**src/rtl/i2cs_reg_arbiter.sv**
```systemverilog
// Two-requester arbiter for the I2C-slave register-file port: APB (req0) and I2C engine (req1).
// Round-robin on ties; define I2CS_ARB_FIXED_PRIO_EN to make requester 1 always win a tie.
module i2cs_reg_arbiter #(
    parameter int ADDR_W = 12,
    parameter int DATA_W = 32,
    parameter int CNT_W  = 8
) (
    input  logic              apb_pclk_i,
    input  logic              apb_preset_i,
    input  logic              req0_i,
    input  logic              we0_i,
    input  logic [ADDR_W-1:0] addr0_i,
    input  logic [DATA_W-1:0] wdata0_i,
    output logic              ack0_o,
    output logic [DATA_W-1:0] rdata0_o,
    input  logic              req1_i,
    input  logic              we1_i,
    input  logic [ADDR_W-1:0] addr1_i,
    input  logic [DATA_W-1:0] wdata1_i,
    output logic              ack1_o,
    output logic [DATA_W-1:0] rdata1_o,
    output logic [ADDR_W-1:0] reg_addr_o,
    output logic [DATA_W-1:0] reg_wdata_o,
    output logic              reg_wr_o,
    output logic              reg_rd_o,
    input  logic [DATA_W-1:0] reg_rdata_i,
    output logic              busy_o,
    output logic              gnt_id_o,
    output logic [CNT_W-1:0]  conflict_cnt_o
);

    typedef enum logic [1:0] {
        ST_IDLE   = 2'd0,
        ST_ACCESS = 2'd1,
        ST_WAIT   = 2'd2,
        ST_ACK    = 2'd3
    } state_t;

    state_t            r_state;
    logic              r_gnt_id;
    logic              r_last;
    logic              r_we;
    logic              r_wr;
    logic              r_rd;
    logic [ADDR_W-1:0] r_addr;
    logic [DATA_W-1:0] r_wdata;
    logic [DATA_W-1:0] r_rdata0;
    logic [DATA_W-1:0] r_rdata1;
    logic [CNT_W-1:0]  r_conflict;

    logic w_tie;
    logic w_any;
    logic w_winner;
    logic w_win_we;

    assign w_tie = req0_i & req1_i;
    assign w_any = req0_i | req1_i;

`ifdef I2CS_ARB_FIXED_PRIO_EN
    assign w_winner = w_tie ? 1'b1 : req1_i;
`else
    assign w_winner = w_tie ? ~r_last : req1_i;
`endif

    assign w_win_we = w_winner ? we1_i : we0_i;

    always_ff @(posedge apb_pclk_i) begin
        // NOTE: every register here uses <= so all state advances together on the edge.
        if (apb_preset_i) begin
            // NOTE: the capture registers are reset too; they are a handful of flops, not a memory array.
            r_state    <= ST_IDLE;
            r_gnt_id   <= 1'b1;
            r_last     <= 1'b1;
            r_we       <= 1'b0;
            r_wr       <= 1'b0;
            r_rd       <= 1'b0;
            r_addr     <= '0;
            r_wdata    <= '0;
            r_rdata0   <= '0;
            r_rdata1   <= '0;
            r_conflict <= '0;
        end else begin
            r_wr <= 1'b0;
            r_rd <= 1'b0;
            case (r_state)
                ST_IDLE: begin
                    if (w_any) begin
                        r_gnt_id <= w_winner;
                        r_we     <= w_win_we;
                        r_addr   <= w_winner ? addr1_i : addr0_i;
                        r_wdata  <= w_winner ? wdata1_i : wdata0_i;
                        r_wr     <= w_win_we;
                        r_rd     <= ~w_win_we;
                        if (w_tie && !(&r_conflict)) begin
                            r_conflict <= r_conflict + {{(CNT_W-1){1'b0}}, 1'b1};
                        end
                        r_state <= ST_ACCESS;
                    end
                end
                ST_ACCESS: r_state <= ST_WAIT;
                ST_WAIT: begin
                    // Register file returns read data one cycle after the strobe.
                    if (!r_we) begin
                        if (r_gnt_id) r_rdata1 <= reg_rdata_i;
                        else          r_rdata0 <= reg_rdata_i;
                    end
                    r_state <= ST_ACK;
                end
                ST_ACK: begin
                    r_last  <= r_gnt_id;
                    r_state <= ST_IDLE;
                end
                default: r_state <= ST_IDLE;
            endcase
        end
    end

    assign ack0_o         = (r_state == ST_ACK) & ~r_gnt_id;
    assign ack1_o         = (r_state == ST_ACK) &  r_gnt_id;
    assign rdata0_o       = r_rdata0;
    assign rdata1_o       = r_rdata1;
    assign reg_addr_o     = r_addr;
    assign reg_wdata_o    = r_wdata;
    assign reg_wr_o       = r_wr;
    assign reg_rd_o       = r_rd;
    assign busy_o         = (r_state != ST_IDLE);
    assign gnt_id_o       = r_gnt_id;
    assign conflict_cnt_o = r_conflict;

endmodule

```
**config.mk**
```make
export PLATFORM = sky130hd
export DESIGN_NAME = i2cs_reg_arbiter
export DESIGN_NICKNAME = d
export VERILOG_FILES = /design/src/rtl/i2cs_reg_arbiter.sv
export SDC_FILE = /design/constraint.sdc
export NUM_CORES = 1
export LEC_CHECK = 0
export ABC_AREA = 1
export CAP_MARGIN = 25
export CORE_MARGIN = 5
export CORE_UTILIZATION = 40
export DETAILED_ROUTE_END_ITERATION = 10
export GPL_ROUTABILITY_DRIVEN = 0
export GPL_TIMING_DRIVEN = 0
export PLACE_DENSITY_LB_ADDON = 0.2
export SLEW_MARGIN = 5
export SYNTH_ARGS = -nofsm -noshare
export SYNTH_HDL_FRONTEND = slang
export SYNTH_SLANG_ARGS = --single-unit
```
**constraint.sdc**
```tcl
create_clock -name apb_pclk_i -period 3.95 [get_ports apb_pclk_i]
set_input_delay 0.79 -clock apb_pclk_i [delete_from_list [all_inputs] [get_ports apb_pclk_i]]
set_output_delay 0.79 -clock apb_pclk_i [all_outputs]
set_load 0.05 [all_outputs]
```
==> flow_summary.json <==
{
  "outcome": "complete, no violations",
  "cts_buffer_depth": 2,
  "postCtsSetupBuffers": 0,
  "critPathMaxFanout": 4,
  "cts-hold-fix-buffers": 0,
  "powerDensity_nw_per_um2": 744,
  "cp_slowest_cell": "clkdlybuf4s50_1",
  "ys_ff_latch": 123,
  "grt_pass1_vias": 4923,
  "tightestPinTransition_ps": 580,
  "die_w_microns": 121,
  "dp_hpwl_microns": 12100,
  "p_int_mw": 3.50,
  "drt_first_pass_iters": 4,
  "grt_max_degree": 17,
  "sequentialPowerShare_pct": 28.5,
  "maxCapViolCount": 0,
  "setup_viol": 0,
  "wirelength_microns": 15600,
  "critical_path_class": "register to output port",
  "final.min_clock_period_ps": 2820,
  "start_kind": "register",
  "timing.fmax_ghz": 0.355,
  "tns_ps": 0,
  "grt_overflow": 0,
  "max_slew_margin_pct": 61.2,
  "rsz0062_at_grt": "false",
  "antenna_left": 0,
  "synth.distinct_cells": 25,
  "p_switching_mw": 2.57,
  "final.period_utilization_pct": 71.4,
  "crit_family": "buffers and inverters",
  "port_buffers": 247,
  "cp-end-kind": "output port",
  "core-area_sq_um": 12000,
  "critPathBufInv": 3,
  "wl_per_cell_microns": 14.1,
  "synth_nets": 810,
  "synth_cells": 680,
  "synth_area_sq_um": 4910,
  "p_clk_share_pct": 25.4,
  "path_cells": "inv_1, ha_1, inv_2, clkdlybuf4s50_1",
  "num_vias": 5190,
  "grt_first_pass_wirelength_microns": 24300,
  "ios": 248,
  "cts_buffers": 17,
  "tritoncts": "built",
  "dieArea_sq_um": 14600,
  "syn_avg_cell_area_sq_um": 7.21,
  "switching_share_pct": 42.4,
  "drc": 0,
  "hold_viol_final": 0,
  "ir_drop_uv": 396,
  "cts.sinks": 123,
  "leakagePower_nw": 3.31,
  "slowest_delay_ps": 840,
  "root_buffer": "clkbuf_16",
  "grt_usage_pct": 21.2,
  "cp.required_ps": 3160,
  "grt_antenna_before_repair": 0,
  "yosys_warnings": 0,
  "clk_latency_ps": 410,
  "fin_nets": 1076,
  "cts_htree_levels": 4,
  "yosysSeqAreaShare_pct": 50.2,
  "comb_power_share_pct": 46.1,
  "slew_violations": 0,
  "drive_above_1_share_pct": 6.88,
  "cp.arrival_ps": 2030,
  "area_growth_pct": 66.2,
  "clk_pin_slew_worst_paths_ps": 50,
  "n_antenna_cell": 0,
  "drtIter0Drc": 271,
  "skew_ps": 6.87,
  "cts_resized": 0,
  "fp.dieH_microns": 121,
  "std_cell_rows": 40,
  "hold_ws_ps": 464,
  "start_util_pct": 40.8,
  "via_per_inst": 4.69,
  "hold_path_class": "register to register"
}
-- registers in the layout, indices dropped and copies added, names as in the netlist --
| signal | cells |
|---|---|
| r_state | 2 |
| reg_addr_o | 12 |
| rdata0_o | 32 |
| rdata1_o | 32 |
| reg_wr_o | 1 |
| r_we | 1 |
| reg_wdata_o | 32 |
| r_last | 1 |
| reg_rd_o | 1 |
| conflict_cnt_o | 8 |
| gnt_id_o | 1 |
-- metrics by stage --
step	power, mW	utilization (%)	instances	worst slack, ps	cell area (sq um)
after global placement	4.54	63.0	1074	1480	7560
after detailed placement	4.56	63.0	1074	1450	7560
after CTS	6.12	67.9	1106	1110	8160
final	6.07	67.9	1106	1130	8160
after floorplan	3.57	-	680	1930	4910
after global routing	6.39	67.9	1106	1050	8160
-- power by group through the flow --
stage / logic (mW) / registers [mW] / clock network (mW)
after global routing: 2.99 / 1.77 / 1.64
final: 2.80 / 1.73 / 1.54
after global placement: 2.80 / 1.74 / 0
after floorplan: 0.773 / 2.79 / 0
after detailed placement: 2.81 / 1.75 / 0
after CTS: 2.82 / 1.73 / 1.57
-- logic make-up (layout without fill, tap and decap cells) --
| logic type | count (synthesis) | after routing | synth area share (%) |
|---|---|---|---|
| simple gates | 325 | 325 | 25.6 |
| compound gates | 163 | 163 | 17.1 |
| flops | 123 | 123 | 50.2 |
| buf+inv | 64 | 343 | 5.97 |
| fa+ha+maj | 4 | 4 | 1.02 |
| xor+xnor | 1 | 1 | 0.179 |
-- layout by cell type (no fill, tap or decap) --
master and n:
o21ai_2 1, nand2_2 1, bufinv_16 3, clkinv_2 6, nand2_1 118, clkbuf_16 17, buf_6 3, o211ai_1 1
ha_1 4, clkbuf_2 1, nor3_1 1, clkinvlp_4 4, inv_2 4, a21oi_1 49, clkbuf_1 17, xor2_1 1
or2_2 1, buf_2 23, clkdlybuf4s50_1 247, inv_1 17, a21oi_4 1, nand4_1 4, clkbuf_8 1, dfxtp_1 123
nand3_1 10, nand3b_1 1, o221ai_1 1, nor2_1 188, and3_1 1, o21ai_0 103, o21ai_1 7
-- layout make-up --
class / count / area [sq um]
flip-flops and latches: 123 / 2460
multi-input cells: 493 / 2150
clock buffers: 19 / 443
plain buffers: 43 / 214
well taps: 147 / 184
repair buffers: 247 / 2470
clock inverters: 13 / 150
fillers: 1074 / 3860
inverters: 21 / 78.8
-- synth_stat cells --
| cell type | instances | area (sq um) |
|---|---|---|
| nor2_1 | 188 | 706 |
| dfxtp_1 | 123 | 2460 |
| nand2_1 | 118 | 443 |
| o21ai_0 | 103 | 515 |
| a21oi_1 | 49 | 245 |
| buf_2 | 23 | 115 |
| inv_1 | 17 | 63.8 |
| clkbuf_1 | 16 | 60.1 |
| nand3_1 | 10 | 50.1 |
| o21ai_1 | 7 | 35.0 |
| ha_1 | 4 | 50.1 |
| inv_2 | 4 | 15.0 |
| nand4_1 | 4 | 25.0 |
| buf_6 | 3 | 33.8 |
| a21oi_4 | 1 | 16.3 |
| and3_1 | 1 | 6.26 |
| clkbuf_2 | 1 | 5.00 |
| nand2_2 | 1 | 6.26 |
| nand3b_1 | 1 | 7.51 |
| nor3_1 | 1 | 5.00 |
| o211ai_1 | 1 | 7.51 |
| o21ai_2 | 1 | 8.76 |
| o221ai_1 | 1 | 8.76 |
| or2_2 | 1 | 6.26 |
| xor2_1 | 1 | 8.76 |
-- worst reg2reg max path, delay by kind of cell, from the launching register on --
family / cells / cell delay [ps]
fa+ha+maj: 1 / 210
compound gates: 2 / 480
buf+inv: 3 / 470
flops: 1 / 320
simple gates: 2 / 140
-- layer usage --
metal  GRT usage [%]  up-vias  part of all wire, %
li1                -     2734                    -
met1            22.7     2227                   39
met2            35.5      195                   47
met3            10.1       34                   11
met4            9.70        0                  3.2
met5               0        -                    0
-- worst paths after layout --
check	start	endpoint	slack [ps]	cells after the start
setup / recovery	r_state[0]	busy_o	1130	4
hold / removal	r_last	r_last	460	2
setup reg to reg	r_state[0]	reg_wdata_o[2]	2240	8
hold reg to reg	r_last	r_last	460	2
Power figures use the tool's default switching activity.
